File: config.mk
export PLATFORM = sky130hd
export DESIGN_NAME = clk_period_meter
export DESIGN_NICKNAME = d
export VERILOG_FILES = /design/src/rtl/clk_meas_pkg.sv /design/src/rtl/sync_2ff.sv /design/src/rtl/clk_period_meter.sv
export SDC_FILE = /design/constraint.sdc
export NUM_CORES = 1
export LEC_CHECK = 0
export CAP_MARGIN = 25
export CELL_PAD_IN_SITES_DETAIL_PLACEMENT = 1
export CELL_PAD_IN_SITES_GLOBAL_PLACEMENT = 1
export CORE_MARGIN = 3
export CORE_UTILIZATION = 35
export CTS_CLUSTER_DIAMETER = 60
export CTS_CLUSTER_SIZE = 24
export DETAILED_ROUTE_END_ITERATION = 7
export DONT_BUFFER_PORTS = 1
export PLACE_DENSITY_LB_ADDON = 0.1
export SLEW_MARGIN = 20
export SYNTH_ARGS = -nofsm -noshare
export SYNTH_HDL_FRONTEND = slang
export SYNTH_HIERARCHICAL = 1
export SYNTH_SLANG_ARGS = --single-unit
File: constraint.sdc
create_clock -name clk_in -period 2.4 [get_ports clk_in]
set_input_delay 0.36 -clock clk_in [delete_from_list [all_inputs] [get_ports clk_in]]
set_output_delay 0.36 -clock clk_in [all_outputs]
set_load 0.01 [all_outputs]
File: src/rtl/clk_meas_pkg.sv
// Shared types and defaults for the clock period meter.
// Latency: n/a (declarations only).
// Backpressure: n/a.
package clk_meas_pkg;

  // Default counter width and timeout, used as module parameter defaults.
  localparam int unsigned CNT_W_DEF   = 16;
  localparam int unsigned TIMEOUT_DEF = 1000;

  // Measurement FSM states.
  typedef enum logic [1:0] {
    ST_IDLE    = 2'd0,
    ST_MEASURE = 2'd1,
    ST_TIMEOUT = 2'd2
  } meas_state_e;

endpackage

File: src/rtl/sync_2ff.sv
// Two-flop synchronizer for a single asynchronous bit.
// Latency: 2 clk_i cycles from the first sampling edge to q_o.
// Backpressure: none, free-running.
module sync_2ff (
  input  logic clk_i,
  input  logic rst_ni,
  input  logic d_i,
  output logic q_o
);

  logic meta_q;
  logic sync_q;

  // First stage may go metastable; second stage gives it a full cycle to settle.
  always_ff @(posedge clk_i or negedge rst_ni) begin
    if (!rst_ni) begin
      meta_q <= 1'b0;
      sync_q <= 1'b0;
    end else begin
      meta_q <= d_i;
      sync_q <= meta_q;
    end
  end

  assign q_o = sync_q;

endmodule

File: src/rtl/clk_period_meter.sv
// Measures period and high time of a slow asynchronous clock-like signal.
// Latency: ticks 3 cycles after sampling; result valid the cycle after rise_tick.
// Backpressure: held result is kept while !meas_ready; a newer result is dropped with an overflow pulse.
module clk_period_meter
  import clk_meas_pkg::*;
#(
  parameter int unsigned CNT_W   = CNT_W_DEF,
  parameter int unsigned TIMEOUT = TIMEOUT_DEF
) (
  input  logic             clk_in,
  input  logic             rst_n,
  input  logic             sig_in,
  output logic             rise_tick,
  output logic             fall_tick,
  output logic [CNT_W-1:0] period,
  output logic [CNT_W-1:0] high_time,
  output logic             meas_valid,
  input  logic             meas_ready,
  output logic             timeout,
  output logic             overflow
);

  localparam logic [CNT_W-1:0] CNT_MAX = '1;
  localparam logic [CNT_W-1:0] CNT_ONE = CNT_W'(1);
  localparam logic [CNT_W-1:0] TO_LIM  = CNT_W'(TIMEOUT);

  // ------------------------------------------------------------------
  // Input synchronization and edge detection
  // ------------------------------------------------------------------
  logic sig_sync;

  sync_2ff u_sync (
    .clk_i  (clk_in),
    .rst_ni (rst_n),
    .d_i    (sig_in),
    .q_o    (sig_sync)
  );

  logic sig_prev_q;
  logic rise_q;
  logic fall_q;

  // Edge register plus registered single-cycle ticks.
  always_ff @(posedge clk_in or negedge rst_n) begin
    if (!rst_n) begin
      sig_prev_q <= 1'b0;
      rise_q     <= 1'b0;
      fall_q     <= 1'b0;
    end else begin
      sig_prev_q <= sig_sync;
      rise_q     <= sig_sync & ~sig_prev_q;
      fall_q     <= ~sig_sync & sig_prev_q;
    end
  end

  assign rise_tick = rise_q;
  assign fall_tick = fall_q;

  // ------------------------------------------------------------------
  // Measurement FSM
  // ------------------------------------------------------------------
  meas_state_e      state_q, state_d;
  logic [CNT_W-1:0] count_q, count_d;
  logic [CNT_W-1:0] high_cap_q, high_cap_d;
  logic             fell_q, fell_d;
  logic             cand_vld;
  logic [CNT_W-1:0] count_inc;

  // Saturating increment so a stuck-high count is recognisable as invalid.
  assign count_inc = (count_q == CNT_MAX) ? count_q : (count_q + CNT_ONE);

  // The rise_tick cycle itself is cycle 0 of the new period, so the count
  // register reads 1 in the following cycle; the value it holds during the
  // next rise_tick cycle is therefore the full period length.
  always_comb begin
    state_d    = state_q;
    count_d    = count_q;
    high_cap_d = high_cap_q;
    fell_d     = fell_q;
    cand_vld   = 1'b0;
    unique case (state_q)
      ST_IDLE: begin
        count_d = '0;
        if (rise_q) begin
          state_d = ST_MEASURE;
          count_d = CNT_ONE;
          fell_d  = 1'b0;
        end
      end
      ST_MEASURE: begin
        if (rise_q) begin
          // Only a complete, unsaturated period with a seen fall is reported.
          cand_vld = fell_q && (count_q != CNT_MAX);
          count_d  = CNT_ONE;
          fell_d   = 1'b0;
        end else if (count_q >= TO_LIM) begin
          state_d = ST_TIMEOUT;
          count_d = '0;
        end else begin
          count_d = count_inc;
          if (fall_q) begin
            high_cap_d = count_q;
            fell_d     = 1'b1;
          end
        end
      end
      ST_TIMEOUT: begin
        count_d = '0;
        if (rise_q) begin
          state_d = ST_MEASURE;
          count_d = CNT_ONE;
          fell_d  = 1'b0;
        end
      end
      default: begin
        state_d = ST_IDLE;
        count_d = '0;
        fell_d  = 1'b0;
      end
    endcase
  end

  // FSM state, running count and captured high time.
  always_ff @(posedge clk_in or negedge rst_n) begin
    if (!rst_n) begin
      state_q    <= ST_IDLE;
      count_q    <= '0;
      high_cap_q <= '0;
      fell_q     <= 1'b0;
    end else begin
      state_q    <= state_d;
      count_q    <= count_d;
      high_cap_q <= high_cap_d;
      fell_q     <= fell_d;
    end
  end

  // ------------------------------------------------------------------
  // Result holding register with valid/ready handshake
  // ------------------------------------------------------------------
  logic [CNT_W-1:0] period_q, period_d;
  logic [CNT_W-1:0] high_q, high_d;
  logic             valid_q, valid_d;
  logic             ovf_q, ovf_d;
  logic             timeout_q;

  // A new result may replace the held one only if the slot is empty or being
  // consumed this very cycle; otherwise the new one is dropped and flagged.
  always_comb begin
    period_d = period_q;
    high_d   = high_q;
    valid_d  = valid_q;
    ovf_d    = 1'b0;
    if (cand_vld) begin
      if (!valid_q || meas_ready) begin
        period_d = count_q;
        high_d   = high_cap_q;
        valid_d  = 1'b1;
      end else begin
        ovf_d = 1'b1;
      end
    end else if (valid_q && meas_ready) begin
      valid_d = 1'b0;
    end
  end

  // Output registers; timeout mirrors the registered FSM state.
  always_ff @(posedge clk_in or negedge rst_n) begin
    if (!rst_n) begin
      period_q  <= '0;
      high_q    <= '0;
      valid_q   <= 1'b0;
      ovf_q     <= 1'b0;
      timeout_q <= 1'b0;
    end else begin
      period_q  <= period_d;
      high_q    <= high_d;
      valid_q   <= valid_d;
      ovf_q     <= ovf_d;
      timeout_q <= (state_d == ST_TIMEOUT);
    end
  end

  assign period     = period_q;
  assign high_time  = high_q;
  assign meas_valid = valid_q;
  assign overflow   = ovf_q;
  assign timeout    = timeout_q;

endmodule

== Word-level counts from Yosys, hierarchy flattened ==
Cells that the tools add are included.

* Add/subtract/negate cells: 1
* Multipliers: 0
* Div/mod/pow operators: 0
* Magnitude comparators: 1
* Eq/ne operators: 10
* Shifts and indexed selects: 0
* Muxes and demuxes: 21
* Bitwise operators: 6
* Reduce and logical (&&, ||, !) cells: 11

{| class="wikitable"
|+ Operators with widths
! kind !! number
|-
| 16-bit two-way mux || 3
|-
| 16-bit one-hot mux with 2 select lines || 1
|-
| 16-bit by 1-bit adder with 16-bit output, second input constant || 1
|-
| 16-bit == test, second input constant || 1
|-
| 16-bit by 10-bit >= comparator with 1-bit output, second input constant || 1
|-
| 16-bit != test, second input constant || 1
|-
| 1-bit two-way mux || 12
|-
| 2-bit two-way mux || 3
|-
| 3-bit != test, second input constant || 2
|-
| 2-bit == test, second input constant || 2
|-
| 2-bit by 1-bit != test with 1-bit output, second input constant || 2
|-
| 4-bit != test, second input constant || 1
|-
| 1-bit NOT || 4
|-
| 2-bit one-hot mux with 2 select lines || 1
|-
| 2-bit AND reduction || 2
|-
| 4-bit AND reduction || 1
|-
| 3-bit AND reduction || 1
|-
| 1-bit bitwise AND || 2
|-
| 2-bit by 1-bit == test with 1-bit output, second input constant || 1
|-
| 1-bit logical AND || 2
|-
| 2-bit logical NOT || 1
|-
| 1-bit one-hot mux with 2 select lines || 1
|-
| 2-bit nonzero test || 1
|-
| 2-bit OR reduction || 1
|-
| other kinds (2) || 2
|}

* Register bits after elaboration: 75
* Bits in latches: 0
* Bits in writable memories: 0
* ROM bits: 0
* Input bits: 4
* Output and inout port bits: 37
* Word-level logic and storage cells: 64
* Memories kept: 0

== Logic depth before layout (Yosys ltp) ==
* Depth in word-level cells: 6
* Depth in mapped cells: 7
* Depth with buffers taken out: 5

== Hierarchy ==
The synthesis kept the hierarchy.

{| class="wikitable"
|+ By module, submodules not included
! module !! times used !! cells an instance !! area an instance (µm²) !! seq. area each (µm²)
|-
| clk_period_meter || 1 || 194 || 2,935.3 || 1,826.8
|-
| sync_2ff || 1 || 2 || 50.0 || 50.0
|}

== Worst setup path after synthesis ==
Ideal clock, no wire load.

* Path kind: flip-flop to flip-flop
* From: register count_q[0]
* To: register high_q[10], in the netlist high_time[10]
* Setup time: 0.125 ns
* Arrival: 1.990 ns
* Required time: 2.275 ns
* Path slack: 0.285 ns
* Cell stages (with the launch flop): 8
* Buffers on the path: 2
* Period minus slack after synthesis: 2.115 ns
* Path through: dfrtp_1 -> ha_1 -> nand3_2 -> or4_4 -> and3_4 -> buf_6 -> buf_12 -> mux2_4

* Word-level cells in the longest chain between the ends: 5

{| class="wikitable"
|+ RTL lines
! element !! line !! text
|-
| from (decl) || clk_period_meter.sv:63 || <nowiki>logic [CNT_W-1:0] count_q, count_d;</nowiki>
|-
| from (signal assigned) || clk_period_meter.sv:132 || <nowiki>count_q <= count_d;</nowiki>
|-
| 16-bit != test || clk_period_meter.sv:93 || <nowiki>cand_vld = fell_q && (count_q != CNT_MAX);</nowiki>
|-
| 1-bit logical AND || clk_period_meter.sv:93 ||
|-
| 1-bit two-way mux || clk_period_meter.sv:91 || <nowiki>if (rise_q) begin</nowiki>
|-
| 1-bit two-way mux || clk_period_meter.sv:81 || <nowiki>unique case (state_q)</nowiki>
|-
| 2-bit AND reduction (no line) || - ||
|-
| to (signal assigned) || clk_period_meter.sv:177 || <nowiki>high_q <= high_d;</nowiki>
|-
| to (decl) || clk_period_meter.sv:142 || <nowiki>logic [CNT_W-1:0] high_q, high_d;</nowiki>
|}

Every way passes these cells.
A chain may end at the register's enable or synchronous reset.

== Worst setup path in the final report ==
* From: register count_q[1]
* To: register high_q[0], in the netlist high_time[0]

The elaborated chain is that of the path after synthesis.

==> summary.txt <==
VDD IR max: 0.000240 V
Antenna Nets Post-Route: 0
Vias: 1576
Static Leak: 1.57 nW
top post-synthesis cells by area: dfrtp_1, mux2_4, mux2_1, buf_12, nor2_1
clock root cell: clkbuf_8
clock skew: 0.0120 ns
Syn. warnings: 6
diodes inserted: 0
worst slew pin tran: 0.620 ns
routing usage on met3: 5.00%
WP data arrival: 2.39 ns
Total GRT Usage: 12.5%
final net count: 217
total negative slack: 0 ns
MaxCap Viol Count: 0
area share of the largest cell type after synthesis: 62.9%
Final min period: 2.17 ns
Num CTS Buffers: 9
Hold/Removal Path Class: in -> reg
vias in the first global route: 1746
Post-Layout Cell Count: 321
post-route clock period utilization: 90.3%
drt pass-1 iters: 4
Post-Route WL: 5570 um
Port Buf Inserts: 0
Inst Count DP: 303
DR iter-0 viols: 53
M1 GR Usage: 15.9%
GPL Wtd Cong: 0.815
hpwl dp: 3660 um
Skew-Pair Late Insertion Delay: 0.34 ns
Final Hold Vio Count: 0
post-CTS resize count: 0
GRT met2 Usage: 18.3%
clock buffer depth: 2
H-tree Lvls: 3
CTS tree: done
Max Freq: 0.461 GHz
Unique masters post-synth: 34
outcome: finished clean
cell count after synthesis: 196
vias per cell: 4.91
wire length per cell: 17.4 um
initial antenna violation count: 0
Starting Density: 36.2%
dpl cell area: 3090 um2
Mapped Area: 2990 um2
layout cells sized above 1: 26.4%
largest net degree at the start of global routing: 76
fin. max-slew vios: 0
first-pass GRT wire length: 9310 um
RSZ-0062 raised after global routing: false
Worst-path clk slew: 0.08 ns
critical path endpoint category: flop
Rel. slew slack: 58.7%
Critical Path RT: 2.62 ns
Die Y: 98.4 um
area grow syn2layout: 10.6%
Clock Sinks: 75
drc violations: 0
final setup violation count: 0
Design Area, Final: 3300 um2
Overflow after GRT: 0
Crit Path Category: reg -> reg
Max FO, Critical Path: 32
I/O Pins: 41
Seq/Total Area, Yosys: 62.9%
dominant cell type by area after synthesis: dfrtp_1
Syn Area/Cell: 15.2 um2
die width: 98.4 um
pwr/cell area: 672 nW/um2
Core Box Area: 8260 um2
Startpoint Class: flop
busiest layer in global routing: met2
site row count: 33
FF+latch count, synth: 75
Die Area: 9670 um2
## registers in the layout, indices dropped and copies added, names as in the netlist
signal / count
count_q: 16
fall_tick: 1
fell_q: 1
high_cap_q: 16
high_time: 16
meas_valid: 1
overflow: 1
period: 16
rise_tick: 1
sig_prev_q: 1
state_q: 2
timeout: 1
u_sync/meta_q: 1
u_sync/q_o: 1
## report_power, final
part / switching, mW / total, mW / internal (mW)
Clock: 0.470 / 0.871 / 0.401
Combinational: 0.0346 / 0.0510 / 0.0163
Sequential: 0.0186 / 1.30 / 1.28
Total: 0.524 / 2.22 / 1.70
## cell type report
type                       count  area [um2]
tap                          105         131
inverter                       2        7.51
fill                         855        4950
timing repair buffer           7        75.1
clock inverter                 6        41.3
sequential                    75        1880
clock buffer                  10         138
multi-input combinational    116        1030
## stage by stage
stage | setup WS, ns | hold slack (ns) | utilization (%) | power [mW]
final | 0.233 | 0.0389 | 40.0 | 2.22
after floorplan | 0.285 | 0.0644 | - | 1.34
after global routing | 0.139 | 0.00419 | 40.0 | 2.33
after detailed placement | 0.232 | 0.0663 | 37.4 | 1.34
after global placement | 0.282 | 0.0666 | 37.4 | 1.34
after CTS | 0.216 | 0.0141 | 40.0 | 2.26
## Yosys cell counts
| library cell | count |
|---|---|
| mux2_4 | 30 |
| o211a_1 | 1 |
| or3b_1 | 1 |
| nand3_2 | 1 |
| xnor2_1 | 2 |
| or4_4 | 1 |
| mux2_2 | 2 |
| nand4_1 | 4 |
| mux2_1 | 10 |
| ha_1 | 2 |
| nor2b_1 | 3 |
| nand3_1 | 2 |
| inv_1 | 2 |
| xor2_1 | 4 |
| buf_12 | 3 |
| nand2_1 | 8 |
| and4b_1 | 1 |
| conb_1 | 1 |
| and2_1 | 6 |
| nand2b_1 | 2 |
| nand3b_1 | 1 |
| clkbuf_1 | 4 |
| and3_4 | 1 |
| dfrtp_1 | 75 |
| nor3b_1 | 1 |
| and4_1 | 2 |
| buf_6 | 1 |
| or3_1 | 1 |
| a41oi_1 | 1 |
| nor4_1 | 2 |
| a21oi_1 | 7 |
| nor2_1 | 11 |
| a31oi_1 | 1 |
| o21ai_0 | 2 |
## what timing repair did
action,CTS,global route
hold buffers,2,0
hold endpoints to repair,75,0
buffers inserted,0,0
## layout by cell type, fill, tap and decap left out, types with 3 or more instances in the layout
cell / n
a21oi_1: 7
nor2b_1: 3
nand4_1: 4
buf_4: 5
conb_1: 6
mux2_4: 30
mux2_1: 10
dfrtp_1: 75
nor2_1: 11
and2_1: 6
nand2_1: 8
clkinvlp_4: 3
clkbuf_8: 10
xor2_1: 4
## final timing paths
path / start / endpoint / slack (ns) / cells after the start
worst max-delay path: count_q[1] / high_time[0] / 0.23 / 5
worst min-delay path: sig_in / u_sync/meta_q / 0.04 / 0
worst max register to register: count_q[1] / high_time[0] / 0.23 / 5
worst min register to register: u_sync/meta_q / u_sync/q_o / 0.36 / 0
max in group asynchronous: rst_n / high_cap_q[2] / 1.51 / 2
min in group asynchronous: rst_n / high_cap_q[11] / 0.53 / 2
## logic make-up (layout without fill, tap and decap cells)
family | count (synthesis) | in the layout | synth area share [%]
adder cells (fa/ha/maj) | 2 | 2 | 0.838
buffers and inverters | 10 | 25 | 3.14
flip-flops | 75 | 75 | 62.9
other | 1 | 6 | 0.126
AND/OR/NAND/NOR | 48 | 48 | 9.30
AO/OA/AOI/OAI | 12 | 12 | 2.35
multiplexers | 42 | 42 | 19.6
XOR/XNOR | 6 | 6 | 1.76
## critical path, cell delays in order, from the launching register on
cell and delay (ns):
dfrtp_1 0.36, ha_1 0.20, nand3_2 0.14, or4_4 0.57, and3_4 0.40, mux2_1 0.38
## metal layers
layer  wire length [um]  part of all wire (%)
met3                345                   6.2
met2               2620                    47
met4                102                   1.8
met5                  0                     0
met1               2500                    45
Note: power is estimated with default switching activity, not from simulation.
